### src/rtl/lcd_char_capture.sv
// HD44780-style 2x16 LCD bus responder: command decode, DDRAM image, busy flag, reads.
// Define LCD_CAPTURE_STRICT_EN to drop (and flag) non-status accesses made while busy.
module lcd_char_capture #(
  parameter int BUSY_CYCLES  = 2000,
  parameter int CLEAR_CYCLES = 82000
) (
  input  logic       clk,
  input  logic       rst,
  input  logic       lcd_rs,
  input  logic       lcd_rw,
  input  logic       lcd_e,
  input  logic [7:0] lcd_data,
  output logic [7:0] rd_data,
  output logic       rd_valid,
  output logic       busy,
  output logic       display_on,
  output logic [4:0] cursor_addr,
  output logic       wr_strobe,
  output logic       viol,
  input  logic [4:0] dbg_index,
  output logic [7:0] dbg_char
);

  localparam int CW = $clog2(CLEAR_CYCLES + 1);

`ifdef LCD_CAPTURE_STRICT_EN
  localparam bit STRICT = 1'b1;
`else
  localparam bit STRICT = 1'b0;
`endif

  typedef enum logic {IDLE, FILL} state_t;

  state_t        state_q, state_d;
  logic [7:0]    ddram [32];
  logic [CW-1:0] cnt;
  logic [4:0]    fill_idx;
  logic          e_q, rs_q, rw_q, inc, cg_mode;
  logic [7:0]    d_q;
  logic          commit, stat_rd, blocked, exec, do_clear;
  logic [4:0]    step;
  logic [6:0]    ac;

  assign busy     = (cnt != '0);
  assign commit   = e_q & ~lcd_e;
  assign stat_rd  = ~rs_q & rw_q;
  assign blocked  = (state_q == FILL) | (STRICT & busy);
  assign exec     = commit & ~stat_rd & ~blocked;
  assign do_clear = exec & ~rs_q & ~rw_q & (d_q == 8'h01);
  assign step     = inc ? cursor_addr + 5'd1 : cursor_addr - 5'd1;
  assign ac       = cursor_addr[4] ? {3'b100, cursor_addr[3:0]}
                                   : {3'b000, cursor_addr[3:0]};

  always_ff @(posedge clk) begin
    if (!rst) state_q <= IDLE;
    else      state_q <= state_d;
  end

  always_comb begin
    state_d = state_q;
    unique case (state_q)
      IDLE: if (do_clear) state_d = FILL;
      FILL: if (fill_idx == 5'd31) state_d = IDLE;
      default: state_d = IDLE;
    endcase
  end

  always_ff @(posedge clk) begin
    if (!rst) begin
      for (int i = 0; i < 32; i++) ddram[i] <= 8'h20;
      cnt         <= '0;
      fill_idx    <= '0;
      e_q         <= 1'b0;
      rs_q        <= 1'b0;
      rw_q        <= 1'b0;
      d_q         <= '0;
      inc         <= 1'b1;
      cg_mode     <= 1'b0;
      cursor_addr <= '0;
      display_on  <= 1'b0;
      rd_data     <= '0;
      rd_valid    <= 1'b0;
      wr_strobe   <= 1'b0;
      viol        <= 1'b0;
      dbg_char    <= '0;
    end else begin
      e_q       <= lcd_e;
      rd_valid  <= 1'b0;
      wr_strobe <= 1'b0;
      viol      <= 1'b0;
      dbg_char  <= ddram[dbg_index];
      if (lcd_e) begin
        rs_q <= lcd_rs;
        rw_q <= lcd_rw;
        d_q  <= lcd_data;
      end
      if (busy) cnt <= cnt - 1'b1;
      if (state_q == FILL) begin
        ddram[fill_idx] <= 8'h20;
        fill_idx        <= fill_idx + 5'd1;
      end
      if (commit && stat_rd) begin
        rd_data  <= {busy, ac};
        rd_valid <= 1'b1;
      end else if (commit && blocked) begin
        viol <= 1'b1;
      end else if (exec) begin
        cnt <= CW'(BUSY_CYCLES);
        if (rs_q) begin
          if (rw_q) begin
            rd_data  <= ddram[cursor_addr];
            rd_valid <= 1'b1;
          end else if (!cg_mode) begin
            ddram[cursor_addr] <= d_q;
            wr_strobe          <= 1'b1;
          end
          cursor_addr <= step;
        end else begin
          // Decode on the highest set bit of the instruction byte.
          unique case (1'b1)
            d_q[7]: begin
              if (d_q[6:4] == 3'b000) begin
                cursor_addr <= {1'b0, d_q[3:0]};
                cg_mode     <= 1'b0;
              end else if (d_q[6:4] == 3'b100) begin
                cursor_addr <= {1'b1, d_q[3:0]};
                cg_mode     <= 1'b0;
              end else begin
                viol <= 1'b1;
              end
            end
            d_q[7:6] == 2'b01: cg_mode <= 1'b1;
            d_q[7:5] == 3'b001: ;
            d_q[7:4] == 4'b0001:
              if (!d_q[3])
                cursor_addr <= d_q[2] ? cursor_addr + 5'd1
                                      : cursor_addr - 5'd1;
            d_q[7:3] == 5'b00001: display_on <= d_q[2];
            d_q[7:2] == 6'b000001: inc <= d_q[1];
            d_q[7:1] == 7'b0000001: cursor_addr <= '0;
            d_q == 8'h01: begin
              cursor_addr <= '0;
              inc         <= 1'b1;
              fill_idx    <= '0;
              cnt         <= CW'(CLEAR_CYCLES);
            end
            default: ;
          endcase
        end
      end
    end
  end

endmodule

### config.mk
export PLATFORM = sky130hd
export DESIGN_NAME = lcd_char_capture
export DESIGN_NICKNAME = d
export VERILOG_FILES = /design/src/rtl/lcd_char_capture.sv
export SDC_FILE = /design/constraint.sdc
export NUM_CORES = 1
export LEC_CHECK = 0
export CAP_MARGIN = 20
export CORE_ASPECT_RATIO = 0.6
export CORE_MARGIN = 5
export CORE_UTILIZATION = 56
export CTS_CLUSTER_SIZE = 25
export DETAILED_ROUTE_END_ITERATION = 10
export PLACE_DENSITY = 0.74
export SETUP_SLACK_MARGIN = 0.4
export SKIP_CTS_REPAIR_TIMING = 1
export SYNTH_ARGS = -nofsm -noshare
export SYNTH_HDL_FRONTEND = slang
export SYNTH_SLANG_ARGS = --single-unit
### constraint.sdc
create_clock -name clk -period 2.4 [get_ports clk]
set_input_delay 0.24 -clock clk [delete_from_list [all_inputs] [get_ports clk]]
set_output_delay 0.24 -clock clk [all_outputs]
set_load 0.005 [all_outputs]
Word level (Yosys, flattened, before mapping)
Memories as Yosys holds them, arrays and structs flattened. A register that Yosys moved wholly into a read port is not among the register bits.
Index checks and enable logic that the tools add are counted.
W data, S select, Z words.
{ "classes": {"addsub": 4, "eq_ne": 12, "mux": 63, "bitwise_logic": 15, "reduce_logical": 20} }
{ "op_table": {"columns": ["cell", "n"], "rows": [
  ["$mux W17", 6],
  ["$mux W5", 16],
  ["$mux W8", 7],
  ["$mux W1", 29],
  ["$reduce_bool A17 Y1", 1],
  ["$sub A17 B1 Y17 const B", 1],
  ["$reduce_or A8 Y1", 2],
  ["$pmux W5 S3", 1],
  ["$reduce_and A6 Y1", 2],
  ["$add A5 B1 Y5 const B", 2],
  ["$reduce_and A5 Y1", 2],
  ["$reduce_bool A2 Y1", 5],
  ["$eq A8 B1 Y1 const B", 1],
  ["$not A1 Y1", 8],
  ["$and A1 B1 Y1", 7],
  ["$eq A7 B1 Y1 const B", 1],
  ["$mux W7", 1],
  ["$eq A6 B1 Y1 const B", 1],
  ["$pmux W1 S2", 3],
  ["$eq A5 B1 Y1 const B", 1],
  ["$eq A5 B5 Y1 const B", 1],
  ["$sub A5 B1 Y5 const B", 1],
  ["$eq A4 B1 Y1 const B", 1],
  ["$ne A4 B2 Y1 const B", 1],
  ["11 further kinds", 13]
]} }
{ "totals": {"regBits": 53, "ramBits": 256, "input_bits": 18, "output_inout_bits": 26, "n_memories": 1} }
{ "mem_list": {"columns": ["name", "words", "width", "rd", "rd_clocked_by_memory_dff", "write_ports", "line", "rtl"], "rows": [
  ["ddram", 32, 8, 2, 2, 32, "35", "logic [7:0] ddram [32];"]
]} }

Longest topological paths before layout
Gate-level depths: netlist of run 1.
{ "logic_depth": {"word_depth": 12, "mapped_depth": 9, "mapped_depth_nobuf": 8} }

Worst setup path after synthesis of run 1
No wires, ideal clock.
{ "synth_timing": {"path_kind": "register to register", "startpoint": "register e_q", "endpoint": "memory ddram[21][0], enable pin", "arrival_time_ps": 1983, "required_time_ps": 2071, "path_slack_ps": 89, "stages_incl_launch_ff": 9, "cell_sequence": "dfxtp_1 nor4bb_1 buf_2 nand2_2 inv_2 mux2_2 or2_2 clkbuf_1 nand2_1"} }
{ "synth_rtl": {"columns": ["element", "line", "rtl"], "rows": [
  ["start: declaration", "38", "logic e_q, rs_q, rw_q, inc, cg_mode;"],
  ["start signal: assignment", "87", "e_q <= lcd_e;"],
  ["end: declaration", "35", null]
]} }

==> impl_results.md, run 1 <==
* Clock sink count at 322
* Buffers on Ports at 43
* Gr usage total at 31.5%
* Min Tclk post-route at 2.17 ns
* Leading cell types by count after synthesis: nor2_1 (268), edfxtp_1 (256), mux4_2 (143)
* Switching Share at 26.7%
* Relative slew slack at between 40% and 50%
* Prevailing post-synth register cell: edfxtp_1
* GRT overflow at 0
* DRT Wirelength at 61,200 microns
* Initial antenna violation count at 1
* Vias per std cell at 7.16
* Ys Warns at 0
* Ports at 44
* Area growth, synth to finish at 33.9%
* RSZ-0062 raised after global routing: true
* Number of global-route vias before repair at about 12,000
* Fin util at 76.6%
* DR DRC count at 0
* Post-DRT Antenna Nets at 0
* Max FO, Critical Path at 6
* CP Launch Type: register
* Gate Count Post-Synth at 1,271
* Flop and latch count out of synthesis at between 300 and 400
* Post-synthesis sequential area ratio at 54.4%
* Post-synth EDFFs at 256
* Net Count, Synth at 1,295
* Sequential power share at 45.8%
* DR iter-0 viols at 2,085
* Clk Latency, worst-skew pair at 0.60 ns
* First-pass GRT wire length at 76,400 microns
* Final setup fails at 0
* Worst EP required at 2.86 ns
* Max frequency at 461 MHz
* Critical path capture point type: register
* Final period utilization at 90.4%
* Comb pwr share at 16.6%
* Static Leakage at 7.31 nW
* Status: completed
* Largest net degree at the start of global routing at 54
* Per-cell routed wire length at ~33 microns
* NetSw at 3.85 mW
* Mapped Area at 0.0166 sq mm
* Worst-Margin Slew at between 0.7 and 0.8 ns
* CP Class: reg2reg
* # placed instances at 1,736
* Std cell rows at 48
* Worst-case clock skew at 0.0377 ns
* Reg2Reg Depth at 8
* Area fraction of the dominant cell type after synthesis at around 46%
* CTS tree: built
* Most common cell in the netlist: nor2_1
* CTS root buf: clkbuf_16
* Final nets at 1,452
* Post-route setup slack at 0.230 ns
* GP Congestion at 0.971
* Clock buffer depth at 3
* Tot Pwr at 14.4 mW
* Min-delay worst type: in2reg
* CTS buffer count at 30
* Clk slew on worst S/H paths at approximately 0.070 ns
* Max Cap Violations at 0
* Hpwl dp at 36,600 microns
* Power per cell area at 649 mW/mm^2
* Cell Int Power at 10.5 mW
* Synth area leader: edfxtp_1
* Layout cell share with drive strength beyond 1 at 44.6%
* Number of library cell types mapped by synthesis at 72
* Starting Density at 57.2%
* Worst VDD drop at 0.627 mV
* Synth async-reset ratio at 0%
* Place WS at -0.0898 ns
* Non-Filler Instances at 1,853
* CORE AREA at 0.0289 sq mm
* Vias at 13,300
* Synthesized area per cell at 13.0 sq um
* Die footprint at 0.0332 sq mm
* Drt pass-1 iters at 6
* Synth top area cells: edfxtp_1 (46%), mux4_2 (19%), dfxtp_1 (8.0%), nor2_1 (6.1%), nand2_1 (2.0%)
* Die X at 232 microns
* Fin. Hold Viols at 0
* Hold path depth at 2
* Die height at around 140 microns
* H-Tree Depth at 1
* Slew Viols, Final at 0
* Arr. time, crit path at 2.63 ns
* Clock Power Share at a little under two fifths
-- worst max-delay path, stage by stage, from the launching register on --
cell	delay, ns
dfxtp_4	0.37
buf_12	0.18
buf_12	0.13
clkbuf_16	0.15
mux4_2	0.53
o22ai_4	0.25
o21a_1	0.16
a311o_1	0.19
a21oi_1	0.08
-- sequential cells by signal (all words and copies together) (netlist names), named ones only --
signal	count
cg_mode	1
blocked	1
cursor_addr	5
fill_idx	5
cnt	17
inc	1
rs_q	1
rd_data	8
e_q	1
wr_strobe	1
dbg_char	8
d_q	8
viol	1
rd_valid	1
rw_q	1
display_on	1
ddram	256
-- through the flow --
stage          TNS, ns  hold slack (ns)  instance area, sq um
2_1_floorplan        0            0.387                 16900
3_3_place_gp     -1.89            0.442                 18600
3_5_place_dp     -4.52            0.455                 18600
4_1_cts         -0.282          -0.0411                 19700
5_1_grt              0          0.00872                 22200
6_report             0          0.00938                 22200
-- power by group through the flow --
stage / Combinational (mW) / Clock [mW] / Sequential, mW
detailed placement: 1.96 / 0 / 6.65
finish: 2.39 / 5.42 / 6.59
global route: 2.52 / 5.60 / 6.62
global placement: 1.91 / 0 / 6.63
CTS: 1.99 / 5.36 / 6.53
floorplan: 1.36 / 0 / 6.55
-- per-layer routing --
metal	vias to the layer above	global-route usage (%)	part of all wire, %
li1	5214	-	-
met1	6563	46.6	36
met2	1267	43.2	41
met3	214	15.5	19
met4	2	4.60	3.7
met5	-	2.13	0.16
-- logic make-up after synthesis --
logic type | count (synthesis) | share of synthesized area (%)
adders and majority gates | 6 | 0.453
AOI/OAI and AO/OA | 109 | 5.33
buffers and inverters | 122 | 3.17
and+or+nand+nor | 528 | 14.8
DFF | 322 | 54.4
muxes | 166 | 20.9
xor gates and xnor gates | 18 | 0.952
-- final cells by class --
type                            count  area (sq um)
Sequential cell                   322          9030
Clock inverter                     19           284
Tap cell                          400           500
Clock buffer                       37           808
Multi-Input combinational cell    827          8760
Inverter                           14          70.1
Fill cell                        1659          6770
Antenna cell                        1          2.50
Timing Repair Buffer              233          2720
-- final timing paths --
check | start | to | slack, ns
worst max-delay path | register | rd_data[5] | 0.23
worst min-delay path | rst | e_q | 0.009
worst max register to register | register | rd_data[5] | 0.23
worst min register to register | rd_data[5] | rd_data[5] | 0.47
-- cells in the final DEF, fill, tap and decap left out, types with 24 or more instances in the layout --
master / Yosys / routed
nor2_1: 268 / 173
nor2_4: 0 / 62
nand2_8: 0 / 33
dfxtp_1: 66 / 52
nand3_1: 48 / 43
buf_6: 2 / 28
buf_12: 0 / 40
nand2_1: 87 / 34
nor2_2: 0 / 33
clkdlybuf4s50_1: 0 / 39
clkbuf_16: 0 / 41
buf_4: 3 / 102
nand2_4: 4 / 24
mux4_2: 143 / 143
edfxtp_1: 256 / 256
Power figures use the tool's default switching activity.
==> run 2, diff against run 1 <==
Settings changed: CTS_CLUSTER_SIZE 25 to default, SLEW_MARGIN from default to 20.
==> results of run 2 <==
Final layout, timing and power as in run 1 (identical DEF).
==> run 3, diff against run 2 <==
==> constraint.sdc (replaced) <==
create_clock -name clk -period 2.4 [get_ports clk]
set_input_delay 0.48 -clock clk [delete_from_list [all_inputs] [get_ports clk]]
set_output_delay 0.48 -clock clk [all_outputs]
set_load 0.005 [all_outputs]
==> run 3 against run 2 <==
Net effect:
- clock-buffer cell count grew 4
- global-route usage up 0.090 points
- largest power group unchanged
- register-to-register slack got worse by 0.05 ns
- clock skew shrank 0.020 ns
- clock power down 6.6%
- first-iteration DRC count grew 1.6%
- critical path depth shrank 4
- design area increased by 3.0%
- fmax down 7.0%
- non-clock buffer count grew 22
==> impl_results.md, run 3 (same netlist as run 1, synthesis figures left out) <==
* Diodes inserted at 0
* Worst-case clock skew at 0.0175 ns
* Fill cell count at 1,559
* Drt pass-1 iters at 6
* GRT overflow at 0
* Multi-input logic area at 0.00918 sq mm
* Clock sink count at around 320
* Buffers on Ports at 43
* Static Leakage at 7.47 nW
* DR iter-0 viols at 2,118
* Commonest non-fill, non-tap cell in the layout: edfxtp_1
* Min-delay worst type: in2reg
* Register Area at 0.00905 sq mm
* Placed cell area at 0.0190 sq mm
* CTS root buf: clkbuf_16
* CORE AREA at 0.0289 sq mm
* Slew Viols, Final at 0
* Final period utilization at a little over nine tenths
* H-Tree Depth at 1
* Min Tclk post-route at 2.33 ns
* Hpwl dp at 36,900 microns
* Clk Latency, worst-skew pair at 0.59 ns
* CP Launch Type: register
* Ports at 44
* Largest net degree at the start of global routing at 35
* Std cell rows at 48
* CTS tree: built
* CTS buffer count at 30
* Clock buffer depth at 3
* Gr usage total at 31.6%
* Layout cell share with drive strength beyond 1 at between 40 and 50%
* Max reg flops at between 200 and 300
* First-pass GRT wire length at 77,300 microns
* Starting Density at 57.2%
* Place WS at -0.327 ns
* Reg2Reg Depth at 7
* Clk slew on worst S/H paths at around 0.07 ns
* Post-DRT Antenna Nets at 0
* Commonest cells after routing, fill and taps aside: edfxtp_1 (256), mux4_2 (143), nor2_1 (137)
* Final setup fails at 0
* Vias per std cell at 7.10
* Max FO, Critical Path at 4
* Per-cell routed wire length at around 32 microns
* Number of global-route vias before repair at 11,800
* Initial antenna violation count at 1
* Area growth, synth to finish at 37.9%
* Max Cap Violations at 0
* Max frequency at 428 MHz
* Die footprint at approximately 0.033 sq mm
* Final hold slack at 0.364 ns
* Hold path depth at 3
* Critical path capture point type: output port
* Post-route setup slack at 0.0659 ns
* Relative slew slack at 35.5%
* Worst EP required at roughly 1.9 ns
* CP Class: reg2out
* DRT Wirelength at 59,900 microns
* Final design instance area without fill at roughly 0.023 sq mm
* Worst-Margin Slew at 0.964 ns
* Arr. time, crit path at 1.85 ns
* Largest regs: ddram: 256 flops, cnt: 17 flops
* Worst VDD drop at 0.620 mV
* Largest register by flop count: ddram
* DR DRC count at 0
* RSZ-0062 raised after global routing: true
* Vias at between 10,000 and 15,000
* Final nets at 1,474
* Fin. Hold Viols at 0
* Power per cell area at 619 mW/mm^2
* Status: completed
* Die X at 232 microns
* Die height at 143 microns
* GP Congestion at 0.989
-- run 3: cell types whose count changed in the layout (fill, tap and decap cells not counted), moves of 9 or more --
cell     previous run  this run
buf_12             40        53
buf_4             102       111
nor2_4             62        91
nand2_8            33        49
nor2_1            173       137
nand2_4            24        12
-- run 3: critical path, stage by stage (launching register included) --
cell and delay [ns]:
dfxtp_1 0.38, nor4_2 0.43, and4_1 0.30, inv_2 0.06
clkbuf_2 0.11
-- run 3: cell type report --
class                      instances  area share, %
clock buffer                      41           3.92
clock inverter                    15          0.570
inverter                          14          0.329
multi-input combinational        827           40.2
sequential                       322           39.6
tap                              400           2.19
timing repair buffer             255           13.2
-- run 3: worst paths after layout --
| check | start | end | slack [ns] |
|---|---|---|---|
| min | lcd_e | e_q | 0.36 |
| max | cnt[12] | busy | 0.07 |
| max reg2reg | register | rd_data[2] | 0.18 |
| min reg2reg | rd_data[4] | rd_data[4] | 0.47 |
-- run 3: per-layer routing --
metal | track usage, % | part of all wire, %
met4 | 5.90 | 3.7
met3 | 13.1 | 19
met2 | 41.6 | 41
met5 | 0 | 0.095
met1 | 49.5 | 36
-- run 3: per-stage QoR --
stage	TNS [ns]	instances	power (mW)	util, %
after floorplan	0	1271	7.94	-
after global placement	-76.12	1750	8.59	65.6
after detailed placement	-107.00	1750	8.65	65.6
after CTS	-0.442	1806	13.5	69.2
after global routing	-0.0390	1874	14.6	78.9
final	0	1874	14.1	78.9
-- run 3: power by group --
part	total (mW)	switching, mW	internal (mW)
clock network	5.06	2.24	2.83
registers	6.60	0.311	6.29
logic	2.47	1.31	1.16
total	14.1	3.86	10.3
